**src/rtl/channel_allocator_pkg.sv**
```systemverilog
// -----------------------------------------------------------------------------
// channel_allocator_pkg
//
// Shared constants and types for the channel allocator and the memory port
// multiplexer it shares with later channel send/receive stages.
//
//   ADDRESS_BITS / DATA_BITS : default RAM address and word widths
//   RAM_READ / RAM_WRITE     : encodings of the RAM readWriteMode signal
//   CHANNEL_EMPTY            : default marker word for an empty channel cell
//   alloc_state_t            : allocator controller states (3-bit encoding)
//   port_owner_t             : which client currently drives the RAM port
// -----------------------------------------------------------------------------
package channel_allocator_pkg;

  localparam int ADDRESS_BITS = 8;
  localparam int DATA_BITS    = 16;

  localparam logic RAM_READ  = 1'b0;
  localparam logic RAM_WRITE = 1'b1;

  localparam logic [DATA_BITS-1:0] CHANNEL_EMPTY = {DATA_BITS{1'b1}};

  typedef enum logic [2:0] {
    IDLE        = 3'd0,
    ALLOC_WAIT  = 3'd1,
    INIT_W1     = 3'd2,
    INIT_W2     = 3'd3,
    DESTROY_RD  = 3'd4,
    DESTROY_CHK = 3'd5,
    FREE_ISSUE  = 3'd6,
    FREE_WAIT   = 3'd7
  } alloc_state_t;

  // OWNER_NONE parks the port in read mode with don't-care address/data.
  typedef enum logic [1:0] {
    OWNER_NONE   = 2'd0,
    OWNER_CLIENT = 2'd1,
    OWNER_HEAP   = 2'd2
  } port_owner_t;

endpackage

```
**src/rtl/channel_allocator_if.sv**
```systemverilog
// -----------------------------------------------------------------------------
// channel_allocator_if
//
// Bundles everything the channel allocator talks to apart from clk/reset:
//   processor side : create, destroy, destroyAddress -> finished, error,
//                    channelAddress
//   heap side      : heapAlloc, heapFree, heapFreeAddress -> heapAllocAddress,
//                    heapFinished, plus the heap's own memory request
//                    (heapMemAddress, heapMemReadWriteMode, heapMemDataIn)
//   RAM side       : address, readWriteMode, dataIn -> dataOut (synchronous,
//                    valid one cycle after address)
//
// Modports:
//   slave  : the channel allocator itself
//   master : its environment (processor, heap and RAM together)
// -----------------------------------------------------------------------------
interface channel_allocator_if
  import channel_allocator_pkg::*;
#(
  parameter int addrBits = ADDRESS_BITS,
  parameter int dataBits = DATA_BITS
) ();

  // Processor request / completion
  logic                create;
  logic                destroy;
  logic [addrBits-1:0] destroyAddress;
  logic                finished;
  logic                error;
  logic [addrBits-1:0] channelAddress;

  // Heap handshake
  logic                heapAlloc;
  logic                heapFree;
  logic [addrBits-1:0] heapFreeAddress;
  logic [addrBits-1:0] heapAllocAddress;
  logic                heapFinished;

  // Heap memory request, forwarded to the RAM while the heap owns it
  logic [addrBits-1:0] heapMemAddress;
  logic                heapMemReadWriteMode;
  logic [dataBits-1:0] heapMemDataIn;

  // The single RAM port
  logic [addrBits-1:0] address;
  logic                readWriteMode;
  logic [dataBits-1:0] dataIn;
  logic [dataBits-1:0] dataOut;

  modport slave (
    input  create, destroy, destroyAddress,
    output finished, error, channelAddress,
    output heapAlloc, heapFree, heapFreeAddress,
    input  heapAllocAddress, heapFinished,
    input  heapMemAddress, heapMemReadWriteMode, heapMemDataIn,
    output address, readWriteMode, dataIn,
    input  dataOut
  );

  modport master (
    output create, destroy, destroyAddress,
    input  finished, error, channelAddress,
    input  heapAlloc, heapFree, heapFreeAddress,
    output heapAllocAddress, heapFinished,
    output heapMemAddress, heapMemReadWriteMode, heapMemDataIn,
    input  address, readWriteMode, dataIn,
    output dataOut
  );

endinterface

```
**src/rtl/channel_allocator_memory_port_mux.sv**
```systemverilog
// -----------------------------------------------------------------------------
// memory_port_mux
//
// Combinational 2-owner to 1 RAM port multiplexer.
//
// Ports:
//   select              in  port_owner_t  which owner drives the RAM port
//   client_address/_rw/_data  in          request from the local controller
//   heap_address/_rw/_data    in          request from the heap
//   address, readWriteMode, dataIn  out   the shared RAM port
//
// With no owner the port is held in read mode so nothing is ever written by
// accident; address and data are left as don't-care.
// -----------------------------------------------------------------------------
module memory_port_mux
  import channel_allocator_pkg::*;
#(
  parameter int addrBits = ADDRESS_BITS,
  parameter int dataBits = DATA_BITS
) (
  input  port_owner_t         select,
  input  logic [addrBits-1:0] client_address,
  input  logic                client_rw,
  input  logic [dataBits-1:0] client_data,
  input  logic [addrBits-1:0] heap_address,
  input  logic                heap_rw,
  input  logic [dataBits-1:0] heap_data,
  output logic [addrBits-1:0] address,
  output logic                readWriteMode,
  output logic [dataBits-1:0] dataIn
);

  always_comb begin
    address       = 'x;
    readWriteMode = RAM_READ;
    dataIn        = 'x;
    case (select)
      OWNER_CLIENT: begin
        address       = client_address;
        readWriteMode = client_rw;
        dataIn        = client_data;
      end
      OWNER_HEAP: begin
        address       = heap_address;
        readWriteMode = heap_rw;
        dataIn        = heap_data;
      end
      default: ;
    endcase
  end

endmodule

```
**src/rtl/channel_allocator.sv**
```systemverilog
// -----------------------------------------------------------------------------
// channel_allocator
//
// Turns processor channel create/destroy requests into heap alloc/free
// pulses. A created channel cell is initialised to emptyWord; a destroy is
// refused (error=1) when the cell still holds a value. The block owns the
// single RAM port and lends it to the heap while the heap is working.
//
// Ports:
//   clk    in  clock
//   reset  in  synchronous, active-low reset (also resets the heap)
//   bus    channel_allocator_if.slave: processor, heap and RAM signals
//
// Timing, request in cycle 0:
//   create (fresh heap region) finished in 4, (heap reuse) in 5,
//   destroy finished in 6, refused destroy finished in 3.
// -----------------------------------------------------------------------------
module channel_allocator
  import channel_allocator_pkg::*;
#(
  parameter int                  addrBits  = ADDRESS_BITS,
  parameter int                  dataBits  = DATA_BITS,
  parameter logic [dataBits-1:0] emptyWord = CHANNEL_EMPTY
) (
  input logic               clk,
  input logic               reset,
  channel_allocator_if.slave bus
);

  alloc_state_t        state;
  alloc_state_t        state_next;

  // One address register serves both flows: the freshly allocated cell
  // during init, and the channel being destroyed through free.
  logic [addrBits-1:0] latched_address;
  logic [addrBits-1:0] channel_address_q;
  logic                finished_q;
  logic                error_q;

  logic                finish_set;
  logic                error_set;
  logic                load_destroy;
  logic                load_alloc;
  logic                publish_channel;
  logic                heap_alloc;
  logic                heap_free;
  logic                client_rw;
  port_owner_t         owner;

  logic [addrBits-1:0] ram_address;
  logic                ram_rw;
  logic [dataBits-1:0] ram_data;

  // NOTE: non-blocking assignments so every register samples pre-edge values.
  always_ff @(posedge clk) begin
    if (!reset) begin
      state             <= IDLE;
      latched_address   <= '0;
      channel_address_q <= '0;
      finished_q        <= 1'b0;
      error_q           <= 1'b0;
    end else begin
      state      <= state_next;
      finished_q <= finish_set;
      error_q    <= error_set;
      if (load_destroy) begin
        latched_address <= bus.destroyAddress;
      end else if (load_alloc) begin
        latched_address <= bus.heapAllocAddress;
      end
      if (publish_channel) begin
        channel_address_q <= latched_address;
      end
    end
  end

  // NOTE: every output gets a default first so no path infers a latch.
  always_comb begin
    state_next      = state;
    heap_alloc      = 1'b0;
    heap_free       = 1'b0;
    owner           = OWNER_NONE;
    client_rw       = RAM_READ;
    finish_set      = 1'b0;
    error_set       = 1'b0;
    load_destroy    = 1'b0;
    load_alloc      = 1'b0;
    publish_channel = 1'b0;

    case (state)
      IDLE: begin
        // create wins when both arrive together; destroy is dropped.
        if (bus.create) begin
          heap_alloc = 1'b1;
          owner      = OWNER_HEAP;
          state_next = ALLOC_WAIT;
        end else if (bus.destroy) begin
          load_destroy = 1'b1;
          state_next   = DESTROY_RD;
        end
      end

      ALLOC_WAIT: begin
        owner = OWNER_HEAP;
        if (bus.heapFinished) begin
          load_alloc = 1'b1;
          state_next = INIT_W1;
        end
      end

      // The empty marker is written on two consecutive cycles with a
      // constant address and word.
      INIT_W1: begin
        owner      = OWNER_CLIENT;
        client_rw  = RAM_WRITE;
        state_next = INIT_W2;
      end

      INIT_W2: begin
        owner           = OWNER_CLIENT;
        client_rw       = RAM_WRITE;
        finish_set      = 1'b1;
        publish_channel = 1'b1;
        state_next      = IDLE;
      end

      DESTROY_RD: begin
        owner      = OWNER_CLIENT;
        state_next = DESTROY_CHK;
      end

      // Address is still presented here; dataOut now holds the cell.
      DESTROY_CHK: begin
        owner = OWNER_CLIENT;
        if (bus.dataOut == emptyWord) begin
          state_next = FREE_ISSUE;
        end else begin
          finish_set = 1'b1;
          error_set  = 1'b1;
          state_next = IDLE;
        end
      end

      FREE_ISSUE: begin
        owner      = OWNER_HEAP;
        heap_free  = 1'b1;
        state_next = FREE_WAIT;
      end

      FREE_WAIT: begin
        owner = OWNER_HEAP;
        if (bus.heapFinished) begin
          finish_set = 1'b1;
          state_next = IDLE;
        end
      end

      default: state_next = IDLE;
    endcase
  end

  memory_port_mux #(
    .addrBits (addrBits),
    .dataBits (dataBits)
  ) u_port_mux (
    .select         (owner),
    .client_address (latched_address),
    .client_rw      (client_rw),
    .client_data    (emptyWord),
    .heap_address   (bus.heapMemAddress),
    .heap_rw        (bus.heapMemReadWriteMode),
    .heap_data      (bus.heapMemDataIn),
    .address        (ram_address),
    .readWriteMode  (ram_rw),
    .dataIn         (ram_data)
  );

  assign bus.address       = ram_address;
  assign bus.readWriteMode = ram_rw;
  assign bus.dataIn        = ram_data;

  assign bus.heapAlloc       = heap_alloc;
  assign bus.heapFree        = heap_free;
  // The heap re-reads the free address while it works, so it stays on the
  // latched value for the whole of FREE_WAIT.
  assign bus.heapFreeAddress = latched_address;

  assign bus.finished       = finished_q;
  assign bus.error          = error_q;
  assign bus.channelAddress = channel_address_q;

endmodule

```
**src/flat_wrapper.sv**
```systemverilog
// flat-port wrapper written by rule: the top's interface ports become plain ports
module channel_allocator_flat import channel_allocator_pkg::*;
#(
  parameter int                  addrBits  = ADDRESS_BITS,
  parameter int                  dataBits  = DATA_BITS,
  parameter logic [dataBits-1:0] emptyWord = CHANNEL_EMPTY
)
  (clk, reset, bus_create, bus_destroy, bus_destroyAddress, bus_finished, bus_error, bus_channelAddress, bus_heapAlloc, bus_heapFree, bus_heapFreeAddress, bus_heapAllocAddress, bus_heapFinished, bus_heapMemAddress, bus_heapMemReadWriteMode, bus_heapMemDataIn, bus_address, bus_readWriteMode, bus_dataIn, bus_dataOut);
  channel_allocator_if #(.addrBits(addrBits), .dataBits(dataBits)) bus_i ();
  input logic clk;
  input logic reset;
  input wire logic [$bits(bus_i.create)-1:0] bus_create;
  input wire logic [$bits(bus_i.destroy)-1:0] bus_destroy;
  input wire logic [$bits(bus_i.destroyAddress)-1:0] bus_destroyAddress;
  output wire logic [$bits(bus_i.finished)-1:0] bus_finished;
  output wire logic [$bits(bus_i.error)-1:0] bus_error;
  output wire logic [$bits(bus_i.channelAddress)-1:0] bus_channelAddress;
  output wire logic [$bits(bus_i.heapAlloc)-1:0] bus_heapAlloc;
  output wire logic [$bits(bus_i.heapFree)-1:0] bus_heapFree;
  output wire logic [$bits(bus_i.heapFreeAddress)-1:0] bus_heapFreeAddress;
  input wire logic [$bits(bus_i.heapAllocAddress)-1:0] bus_heapAllocAddress;
  input wire logic [$bits(bus_i.heapFinished)-1:0] bus_heapFinished;
  input wire logic [$bits(bus_i.heapMemAddress)-1:0] bus_heapMemAddress;
  input wire logic [$bits(bus_i.heapMemReadWriteMode)-1:0] bus_heapMemReadWriteMode;
  input wire logic [$bits(bus_i.heapMemDataIn)-1:0] bus_heapMemDataIn;
  output wire logic [$bits(bus_i.address)-1:0] bus_address;
  output wire logic [$bits(bus_i.readWriteMode)-1:0] bus_readWriteMode;
  output wire logic [$bits(bus_i.dataIn)-1:0] bus_dataIn;
  input wire logic [$bits(bus_i.dataOut)-1:0] bus_dataOut;
  assign bus_i.create = bus_create;
  assign bus_i.destroy = bus_destroy;
  assign bus_i.destroyAddress = bus_destroyAddress;
  assign bus_finished = bus_i.finished;
  assign bus_error = bus_i.error;
  assign bus_channelAddress = bus_i.channelAddress;
  assign bus_heapAlloc = bus_i.heapAlloc;
  assign bus_heapFree = bus_i.heapFree;
  assign bus_heapFreeAddress = bus_i.heapFreeAddress;
  assign bus_i.heapAllocAddress = bus_heapAllocAddress;
  assign bus_i.heapFinished = bus_heapFinished;
  assign bus_i.heapMemAddress = bus_heapMemAddress;
  assign bus_i.heapMemReadWriteMode = bus_heapMemReadWriteMode;
  assign bus_i.heapMemDataIn = bus_heapMemDataIn;
  assign bus_address = bus_i.address;
  assign bus_readWriteMode = bus_i.readWriteMode;
  assign bus_dataIn = bus_i.dataIn;
  assign bus_i.dataOut = bus_dataOut;
  channel_allocator #(.addrBits(addrBits), .dataBits(dataBits), .emptyWord(emptyWord)) u_core (.clk(clk), .reset(reset), .bus(bus_i));
endmodule
```
**config.mk**
```make
export PLATFORM = sky130hd
export DESIGN_NAME = channel_allocator_flat
export DESIGN_NICKNAME = d
export VERILOG_FILES = /design/src/rtl/channel_allocator_pkg.sv /design/src/rtl/channel_allocator_if.sv /design/src/rtl/channel_allocator_memory_port_mux.sv /design/src/rtl/channel_allocator.sv /design/src/flat_wrapper.sv
export SDC_FILE = /design/constraint.sdc
export NUM_CORES = 1
export LEC_CHECK = 0
export BUFFER_PORTS_ARGS = -buffer_cell sky130_fd_sc_hd__buf_2
export CORE_ASPECT_RATIO = 2
export CORE_MARGIN = 2
export CORE_UTILIZATION = 40
export CTS_CLUSTER_DIAMETER = 120
export DETAILED_ROUTE_END_ITERATION = 7
export PLACE_DENSITY = 0.88
export SLEW_MARGIN = 20
export SYNTH_ARGS = -nofsm -noshare
export SYNTH_HDL_FRONTEND = slang
export SYNTH_SLANG_ARGS = --single-unit
export TNS_END_PERCENT = 50
```
**constraint.sdc**
```tcl
create_clock -name clk -period 6.62 [get_ports clk]
set_input_delay 0.993 -clock clk [delete_from_list [all_inputs] [get_ports clk]]
set_output_delay 0.993 -clock clk [all_outputs]
set_load 0.03 [all_outputs]
```
# ---- Word-level counts from Yosys, hierarchy flattened
# Index checks and enable logic that the tools add are counted.
# Widths: inputs -> output; s select.
dict set report op_classes {
  eq_ne 13
  n_reduce_logical 7
  n_mux 25
}
# op count
set op_table {}
lappend op_table {{$pmux 16 s2} 1}
lappend op_table {{$pmux 3 s8} 1}
lappend op_table {{$eq 16x16->1 const B} 1}
lappend op_table {{$mux 8} 2}
lappend op_table {{$pmux 8 s2} 1}
lappend op_table {{$mux 3} 5}
lappend op_table {{$eq 3x3->1 const B} 4}
lappend op_table {{$mux 1} 11}
lappend op_table {{$eq 3x2->1 const B} 2}
lappend op_table {{$pmux 2 s3} 1}
lappend op_table {{$ne 2x2->1 const B} 2}
lappend op_table {{$reduce_or 4->1} 1}
lappend op_table {{$eq 3x1->1 const B} 1}
lappend op_table {{$logic_not 3->1} 1}
lappend op_table {{$ne 3x3->1 const B} 1}
lappend op_table {{$pmux 1 s3} 1}
lappend op_table {{$reduce_and 3->1} 1}
lappend op_table {{$reduce_or 3->1} 1}
lappend op_table {{$eq 2x1->1 const B} 1}
lappend op_table {{$eq 2x2->1 const B} 1}
lappend op_table {{$mux 2} 1}
lappend op_table {{$pmux 1 s2} 1}
lappend op_table {{$reduce_and 2->1} 1}
lappend op_table {{$reduce_bool 2->1} 1}
lappend op_table {{$reduce_or 2->1} 1}
dict set report totals {
  word_cells 50
  ff_bits 21
  out_inout_bits 45
}

# ---- Logic depth before layout (Yosys ltp)
# Gate-level depths: netlist (run 1).
dict set report depth {
  ltp_word 5
  depth_mapped 9
}

# ---- By module
# Synthesis (run 1) repeated with hierarchy kept, for this count alone.
dict set report hier_totals {
  cells_unflattened 148
  area_unflattened_um2 1456.4
}
# mod cells_per_inst seq_area_each_um2 area_per_inst_um2 instances
set by_module_without_submodules {}
lappend by_module_without_submodules {channel_allocator 115 420.4 1019.7 1}
lappend by_module_without_submodules {memory_port_mux 33 0.0 436.7 1}

# ---- Worst setup path before layout (run 1)
# Ideal clock, no wire load.
dict set report synth_timing {
  path_kind {input to output}
  from {input bus_create}
  to {output bus_readWriteMode}
  path_slack_ns 3.130
  path_buffers 2
  stages 8
  required_ns 5.627
  arrival_time_ns 2.497
  path_cell_list {nor2_1 -> nor3_1 -> a21o_1 -> ha_1 -> clkbuf_1 -> clkbuf_1 -> a22oi_1 -> nor2_1}
}
dict set report synth_between {
  elab_chain_cells 4
  word_cells_on_any_way 5
  cone_classes {2 x eq/ne; 3 x mux}
}
# item line
set synth_rtl {}
lappend synth_rtl {{from (decl)} flat_wrapper.sv:12} ;# input wire logic [$bits(bus_i.create)-1:0] bus_create;
lappend synth_rtl {{$mux 2 *} channel_allocator.sv:93} ;# if (bus.create) begin
lappend synth_rtl {{$pmux 2 s3 *} channel_allocator.sv:90} ;# case (state)
lappend synth_rtl {{$eq 2x2->1 or $eq 2x1->1 (tied branches)} channel_allocator_memory_port_mux.sv:37} ;# case (select)
lappend synth_rtl {{$pmux 1 s2 *} channel_allocator_memory_port_mux.sv:37}
lappend synth_rtl {{to (decl)} flat_wrapper.sv:27} ;# output wire logic [$bits(bus_i.readWriteMode)-1:0] bus_readWriteMode;
# Every way passes the cells marked *; elsewhere a longest branch is shown, timed or not.

# ---- Worst setup path in the final report (run 1)
dict set report layout_timing {
  from {register u_core.state[0]}
  to {output bus_address[4]}
}
dict set report layout_between {
  elab_chain_cells 5
  word_cells_on_any_way 14
  cone_classes {9 x eq/ne; 2 x mux; 3 x reduce/logical}
}
# item line
set layout_rtl {}
lappend layout_rtl {{from (decl)} channel_allocator.sv:30} ;# alloc_state_t state;
lappend layout_rtl {{from (signal assigned)} channel_allocator.sv:63} ;# state <= state_next;
lappend layout_rtl {{$eq 3x2->1 (tied with other cells)} channel_allocator.sv:90}
lappend layout_rtl {{$reduce_or 4->1 (no source line) or $reduce_or 3->1 (tied branches)} --}
lappend layout_rtl {{$pmux 2 s3 *} channel_allocator.sv:90}
lappend layout_rtl {{$eq 2x2->1 or $eq 2x1->1 (tied branches)} channel_allocator_memory_port_mux.sv:37}
lappend layout_rtl {{$pmux 8 s2 *} channel_allocator_memory_port_mux.sv:37}
lappend layout_rtl {{to (decl)} flat_wrapper.sv:26} ;# output wire logic [$bits(bus_i.address)-1:0] bus_address;
# Marks and branches as above.

==> results of run 1 <==
[layout make-up]
class,count,area (µm²),share of cell area
inverter,4,15.01,0.008439
clock inverter,1,5.005,0.002813
timing repair buffer,106,530.5,0.2982
clock buffer,3,41.29,0.02321
sequential,21,420.4,0.2363
multi-input combinational,109,729.5,0.4100
tap,30,37.54,0.02110
[critical path: stages, from the launching register on]
cell and delay (ps):
sky130_fd_sc_hd__dfxtp_1 760, sky130_fd_sc_hd__nor2_1 220, sky130_fd_sc_hd__nor3_1 220, sky130_fd_sc_hd__a21o_1 130, sky130_fd_sc_hd__ha_1 760, sky130_fd_sc_hd__mux2_2 410
sky130_fd_sc_hd__buf_2 180
[placed cells by master (no fill, tap or decap), drive strengths merged]
master,netlist,layout
a211oi,1,1
a21boi,16,16
a21o,1,1
a21oi,2,2
a221oi,1,1
a22oi,9,9
a31oi,1,1
and2b,1,1
and3,2,2
and4bb,1,1
buf,8,106
clkbuf,4,3
clkinv,0,1
dfxtp,21,21
ha,2,2
inv,4,4
mux2,8,8
nand2,18,18
nand2b,16,16
nand3,8,8
nand4,4,4
nor2,4,4
nor2b,3,3
nor3,2,2
nor3b,1,1
nor4,1,1
nor4b,1,1
o211a,2,2
o21ai,4,4
[registers in the layout, indices dropped and copies added (netlist names)]
signal                      cells
u_core.bus.channelAddress       8
u_core.bus.heapFreeAddress      8
u_core.state                    3
u_core.bus.error                1
u_core.bus.finished             1
[cell usage after synthesis]
library cell / count
sky130_fd_sc_hd__a211oi_1: 1
sky130_fd_sc_hd__a21boi_0: 8
sky130_fd_sc_hd__a21boi_1: 8
sky130_fd_sc_hd__a21o_1: 1
sky130_fd_sc_hd__a21oi_1: 2
sky130_fd_sc_hd__a221oi_1: 1
sky130_fd_sc_hd__a22oi_1: 9
sky130_fd_sc_hd__a31oi_4: 1
sky130_fd_sc_hd__and2b_1: 1
sky130_fd_sc_hd__and3_1: 2
sky130_fd_sc_hd__and4bb_1: 1
sky130_fd_sc_hd__buf_2: 6
sky130_fd_sc_hd__buf_4: 1
sky130_fd_sc_hd__buf_6: 1
sky130_fd_sc_hd__clkbuf_1: 4
sky130_fd_sc_hd__dfxtp_1: 21
sky130_fd_sc_hd__ha_1: 2
sky130_fd_sc_hd__inv_1: 4
sky130_fd_sc_hd__mux2_2: 8
sky130_fd_sc_hd__nand2_1: 18
sky130_fd_sc_hd__nand2b_1: 16
sky130_fd_sc_hd__nand3_1: 8
sky130_fd_sc_hd__nand4_1: 4
sky130_fd_sc_hd__nor2_1: 4
sky130_fd_sc_hd__nor2b_1: 3
sky130_fd_sc_hd__nor3_1: 2
sky130_fd_sc_hd__nor3b_1: 1
sky130_fd_sc_hd__nor4_1: 1
sky130_fd_sc_hd__nor4b_1: 1
sky130_fd_sc_hd__o211a_1: 2
sky130_fd_sc_hd__o21ai_0: 4
[per-layer routing]
layer	GRT usage	up-vias
met3	0.02609	4
met5	0	-
met2	0.3776	47
met1	0.1923	629
li1	-	709
met4	0.07576	0
[how the worst min path moves through the flow]
stage / from / to / cells after the start
4_1_cts: u_core.bus.channelAddress[4] / u_core.bus.channelAddress[4] / 2
2_1_floorplan: u_core.bus.channelAddress[0] / u_core.bus.channelAddress[0] / 2
5_1_grt: u_core.bus.channelAddress[6] / u_core.bus.channelAddress[6] / 2
6_report: u_core.bus.channelAddress[7] / u_core.bus.channelAddress[7] / 2
3_5_place_dp: u_core.bus.channelAddress[4] / u_core.bus.channelAddress[4] / 2
3_3_place_gp: u_core.bus.channelAddress[0] / u_core.bus.channelAddress[0] / 2
[metrics by stage]
step,total power [W],cells,utilization,hold slack (ps)
6_report,0.0004214,274,0.6046,464.7
4_1_cts,0.0004253,274,0.6046,469.9
3_3_place_gp,0.0003417,270,0.5889,446.6
3_5_place_dp,0.0003451,270,0.5889,458.9
5_1_grt,0.0004477,274,0.6046,477.9
2_1_floorplan,0.0002889,146,-,589.6
[power by group through the flow]
stage	clock, W	combinational [W]	sequential [W]
after floorplan	0	0.000136	0.000153
after global placement	0	0.000192	0.000150
after detailed placement	0	0.000195	0.000151
after CTS	0.0000825	0.000195	0.000148
after global routing	0.0000892	0.000209	0.000150
final	0.0000804	0.000193	0.000148
[kinds of logic after synthesis]
family | share of synthesized area
AND/OR/NAND/NOR | 0.2699
AO/OA/AOI/OAI | 0.2301
flip-flops | 0.3422
buffers and inverters | 0.06415
multiplexers | 0.07332
adder cells (fa/ha/maj) | 0.02036
==> flow_metrics.tcl, run 1 <==
set metrics [dict create \
    layout-drive-gt1-share 0.4877 \
    layout_worst_path_cycle_share 0.5946 \
    grt_antenna_before_repair 0 \
    netSwitchingFraction 0.4192 \
    crit_start "u_core.state[0]" \
    avgSynthCellArea_um2 8.416 \
    area.growth.synth_to_final_pct 44.81 \
    synthDominantCellAreaShare 0.3422 \
    fin_area_um2 1779 \
    finClkSkew_ps 4.198 \
    floorplan.initialDensity 0.4175 \
    final_nets 309 \
    synth_warnings 0 \
    max_cap_viol_count 0 \
    grt_first_pass_wirelength_um 5388 \
    hold_viol 0 \
    power.combinational.fraction 0.458 \
    firstDrtPassIters 4 \
    route.detailed.wl_per_inst_um 12.39 \
    total_switching_power_w 0.0001766 \
    syn_inst 146 \
    total_met3_wirelength_after_detailed_routing_um 168 \
    netlist_top_cells_area "sky130_fd_sc_hd__dfxtp_1 34%, sky130_fd_sc_hd__nand2b_1 8.1%, sky130_fd_sc_hd__mux2_2 7.3%" \
    setup.reg_to_reg.worst_slack_ps 4700 \
    detailroute.via_count 1389 \
    synth.cell_area_um2 1229 \
    route.top_layer_used "met4" \
    slew-limit-headroom 0.3883 \
    clock_sinks 21 \
    synthesis.nets 210 \
    placementRows 28 \
    worst-endpoint-required_ps 5630 \
    worst_r2r_path_depth 4 \
    synth_sequential_area_ratio 0.3422 \
    floorplan.die_area_um2 3558 \
    met2_wirelength_um 1960 \
    route.final.wire_length_um 3395 \
    core_um2 2943 \
    static-leakage-power_nw 0.8914 \
    groute.usage.overall 0.1913 \
    cellPowerDensity_nw_per_um2 236.9 \
    setup-tns-final_ps 0 \
    report.final.slew_viol_count 0 \
    place_hpwl_um 2756 \
    synth.largest_area_cell "sky130_fd_sc_hd__dfxtp_1" \
    tritoncts.num_buffers 3 \
    critical_path_maximum_fanout 25 \
    post_synth_num_cell_types 31 \
    outcome "completed" \
    timing.final.setup_violations 0 \
    buffer_ports.inserted 106 \
    finalWeightedCongestion 0.7112 \
    power.share.clock 0.191 \
    endpoint "bus_address[4]" \
    critPathCaptureType "output pin" \
    p_int_w 0.0002448 \
    grt_setup_unrepaired "false" \
    fin_ws_ps 2684 \
    cts_repair_resize_count 0 \
    die_h_um 82.38 \
    drcViolationCount 0 \
    antenna-diode-count 0 \
    worstMarginPinSlew_ps 917.6 \
    insertion_delay_ps 250 \
    tritoncts_clock_tree "done" \
    grt_max_degree 26 \
    globalRoute.totalOverflow 0 \
    post_detailed_placement_cell_area_um2 1733 \
    drtAntennaViolNets 0 \
    clkSlewWorstSetupHoldPaths_ps 80 \
    number_of_global_route_vias_before_repair 1245 \
    critical_path.reg2reg.endpoint "u_core.bus.channelAddress[3]" \
    first_iter_violations 25 \
    cp-start-kind "flip-flop" \
    vias_per_cell 5.069 \
    synth.ff_latch_count 21 \
    critPathArrivalTime_ps 2940 \
    nFillCells 285 \
    cts-htree-levels 1 \
    min_path_type "flip-flop to flip-flop" \
    io_pins 107 \
    ir_worst_vdd_mv 0.1742 \
    die_width_um 43.19 \
    clock.fmax_mhz 254.1 \
    start_of_the_worst_register_to_register_path "u_core.state[1]" \
    post_cts_buffers 0 \
    post-place-ws_ps 2731 \
    cts-hold-fix-buffers 0 \
    met1_length_um 1205 \
    layout_min_cycle_time_ps 3936 \
    buffer_type_at_the_clock_tree_root "sky130_fd_sc_hd__clkbuf_8" \
    critPathKind "flip-flop to output pin" \
    clock_path_buffers 2 \
    seq_power_share 0.351 \
]
No activity file was read; power rests on OpenSTA's default activity.
==> run 2: changes to the inputs <==
Settings changed: ABC_AREA set to 1, CORE_UTILIZATION 40 to 39, PLACE_DENSITY 0.88 to 0.85.
Clock period 6.62 ns to 3.9 ns, I/O delays scaled along.
==> run 2 against run 1 <==
Worst setup slack got worse by 1900 ps. First-iteration DRC count decreased by 32%. Via count increased by 17%. Utilization decreased by 1.5 points. Critical endpoint is now bus_readWriteMode. Largest cell class unchanged. Highest routed layer unchanged.
==> flow_metrics.tcl, run 2 <==
set metrics [dict create \
    outcome "completed" \
    buffer_type_at_the_clock_tree_root "sky130_fd_sc_hd__clkbuf_8" \
    cellPowerDensity_nw_per_um2 454.2 \
    number_of_flops_mapped_to_enable_cells_by_yosys 0 \
    multiInputGateArea_um2 678.2 \
    worst-endpoint-required_ps 3310 \
    netlist_top_cells_area "sky130_fd_sc_hd__dfxtp_1 32%, sky130_fd_sc_hd__nand2_1 16%, sky130_fd_sc_hd__inv_1 12%" \
    critical_path.reg2reg.endpoint "u_core.bus.finished" \
    timing.final.setup_violations 0 \
    hold_viol 0 \
    place_hpwl_um 2981 \
    grt_antenna_before_repair 0 \
    static-leakage-power_nw 1.111 \
    nFillCells 330 \
    min_path_type "flip-flop to flip-flop" \
    tritoncts_clock_tree "done" \
    critical_path_maximum_fanout 30 \
    synth_sequential_area_ratio 0.3228 \
    primary_ff_master_synth "sky130_fd_sc_hd__dfxtp_1" \
    layout_worst_path_cycle_share 0.8057 \
    number_of_global_route_vias_before_repair 1493 \
    finClkSkew_ps 2.902 \
    synth.most_common_cell "sky130_fd_sc_hd__nand2_1" \
    layout_commonest_cell "sky130_fd_sc_hd__buf_2" \
    tritoncts.num_buffers 3 \
    firstDrtPassIters 4 \
    io_pins 107 \
    setup.reg_to_reg.worst_slack_ps 2580 \
    worst_hold_path.num_cells 2 \
    worstMarginPinSlew_ps 829.3 \
    cts_repair_resize_count 0 \
    synth_warnings 0 \
    antenna-diode-count 0 \
    synth.largest_area_cell "sky130_fd_sc_hd__dfxtp_1" \
    cts-htree-levels 1 \
    area.growth.synth_to_final_pct 44.57 \
    report.final.slew_viol_count 0 \
    die_h_um 85.73 \
    core_um2 3193 \
    route.final.wire_length_um 3531 \
    grt_max_degree 31 \
    layout_min_cycle_time_ps 3142 \
    critical_path.most_common_cell "sky130_fd_sc_hd__inv_1" \
    ys_async_sr_fraction 0 \
    die_width_um 44.87 \
    fin_ws_ps 757.7 \
    clock.fmax_mhz 318.2 \
    post_synth_num_cell_types 19 \
    clock_path_buffers 2 \
    synth.cell_area_um2 1302 \
    synth.ff_latch_count 21 \
    synthesis.nets 283 \
    start_of_the_worst_register_to_register_path "u_core.state[1]" \
    max_cap_viol_count 0 \
    ff_latch_area_um2 420.4 \
    post-place-ws_ps 991.8 \
    buffers_plus_inverters_on_the_worst_setup_path 5 \
    route.detailed.wl_per_inst_um 10.00 \
    synthDominantCellAreaShare 0.3228 \
    grt_first_pass_wirelength_um 5506 \
    floorplan.die_area_um2 3846 \
    timing.critical_path.cells "inv_1 > nand2_1 > nor2_1 > inv_1 > nor2_1 > inv_1 > nand2_1 > inv_1 > ha_1 > nand2_1 > a21oi_1 > buf_2" \
    critPathArrivalTime_ps 2560 \
    synth.cells.most_frequent "55 x sky130_fd_sc_hd__nand2_1, 41 x sky130_fd_sc_hd__inv_1, 38 x sky130_fd_sc_hd__nor2_1" \
    layout-drive-gt1-share 0.3758 \
    clock_sinks 21 \
    worst_r2r_path_depth 4 \
    most_used_cells_in_the_layout_excluding_fill_and_tap_cells "106 x sky130_fd_sc_hd__buf_2, 55 x sky130_fd_sc_hd__nand2_1, 41 x sky130_fd_sc_hd__inv_1" \
    grt_setup_unrepaired "false" \
    timing.hold.worst_endpoint "u_core.bus.channelAddress[4]" \
    critPathKind "flip-flop to output pin" \
    setup-tns-final_ps 0 \
    globalRoute.totalOverflow 0 \
    insertion_delay_ps 250 \
    slew-limit-headroom 0.4471 \
    syn_inst 219 \
    clkSlewWorstSetupHoldPaths_ps 80 \
    critPathCaptureType "output pin" \
    cp-start-kind "flip-flop" \
    placementRows 29 \
    worstHoldStart "u_core.bus.heapFreeAddress[4]" \
    ir_worst_vdd_mv 0.2179 \
    cp_slowest_stage_delay_ps 680 \
    finalWeightedCongestion 0.8918 \
    drtAntennaViolNets 0 \
    avgSynthCellArea_um2 5.947 \
    first_iter_violations 17 \
    detailroute.via_count 1625 \
    final_nets 387 \
    buffer_ports.inserted 106 \
    cpLargestDelayFamily "adder cells" \
    cts-hold-fix-buffers 0 \
    floorplan.initialDensity 0.4079 \
    drcViolationCount 0 \
    post_cts_buffers 0 \
    worst_path_max_delay_cell "sky130_fd_sc_hd__ha_1" \
    groute.usage.overall 0.1840 \
    vias_per_cell 4.603 \
]
-- run 2: changes by cell type in the layout (fill, tap and decap cells not counted), sizes merged, moves of 8 or more --
cell | previous run | this run
nand2b | 16 | 0
o21ai | 4 | 27
a21boi | 16 | 0
inv | 4 | 43
mux2 | 8 | 0
nand2 | 18 | 58
a22oi | 9 | 0
nor2 | 4 | 40
a21oi | 2 | 10
-- run 2: final cells by class --
type | count | share of cell area
multi-input combinational | 147 | 0.3601
inverter | 43 | 0.08571
tap | 31 | 0.02060
sequential | 21 | 0.2233
timing repair buffer | 107 | 0.2857
clock inverter | 1 | 0.002658
clock buffer | 3 | 0.02193
-- run 2: cells by family (layout without fill, tap and decap cells) --
logic type | after synthesis | in the layout | share of synthesized area
AOI/OAI and AO/OA | 38 | 38 | 0.1470
adders and majority gates | 2 | 2 | 0.01921
buffers and inverters | 51 | 154 | 0.1566
DFF | 21 | 21 | 0.3228
and+or+nand+nor | 107 | 107 | 0.3545
-- run 2: worst max-delay path by stage --
| stage | endpoint | cells after the start | slack (ps) | from |
|---|---|---|---|---|
| 6_report | bus_readWriteMode | 12 | 760 | u_core.state[1] |
| 5_1_grt | bus_readWriteMode | 12 | 410 | u_core.state[1] |
| 4_1_cts | bus_readWriteMode | 12 | 710 | u_core.state[1] |
| 3_5_place_dp | bus_readWriteMode | 12 | 990 | u_core.state[1] |
| 3_3_place_gp | bus_dataIn[11] | 12 | 1140 | u_core.state[1] |
| 2_1_floorplan | bus_address[1] | 12 | 1210 | u_core.state[1] |
-- run 2: worst register-to-register path, stage by stage (launching register included) --
cell and delay (ps):
sky130_fd_sc_hd__dfxtp_1 510, sky130_fd_sc_hd__nand2_1 150, sky130_fd_sc_hd__nor2_4 300, sky130_fd_sc_hd__a31oi_1 110
sky130_fd_sc_hd__a21oi_1 180
-- run 2: layer usage --
layer,track usage,wire [µm],vias to the layer above
li1,-,-,867
met1,0.1551,1196,671
met2,0.3860,1958,85
met3,0.01895,335,2
met4,0.07487,40,0
met5,0,0,-
-- run 2: stage by stage --
step	instances	area, µm²	total power (W)	utilization	hold slack, ps
2_1_floorplan	219	1303	0.0005920	-	582.0
3_3_place_gp	349	1837	0.0007190	0.5752	474.1
3_5_place_dp	349	1837	0.0007265	0.5752	476.0
4_1_cts	353	1883	0.0008662	0.5897	487.5
5_1_grt	353	1883	0.0009208	0.5897	523.7
6_report	353	1883	0.0008553	0.5897	482.4
-- run 2: report_power, final --
part           leakage (nW)  switching, W  internal [W]
Clock                0.0255     0.0000677     0.0000710
Sequential            0.171     0.0000187      0.000235
Combinational         0.914      0.000325      0.000138
Total                  1.11      0.000411      0.000444
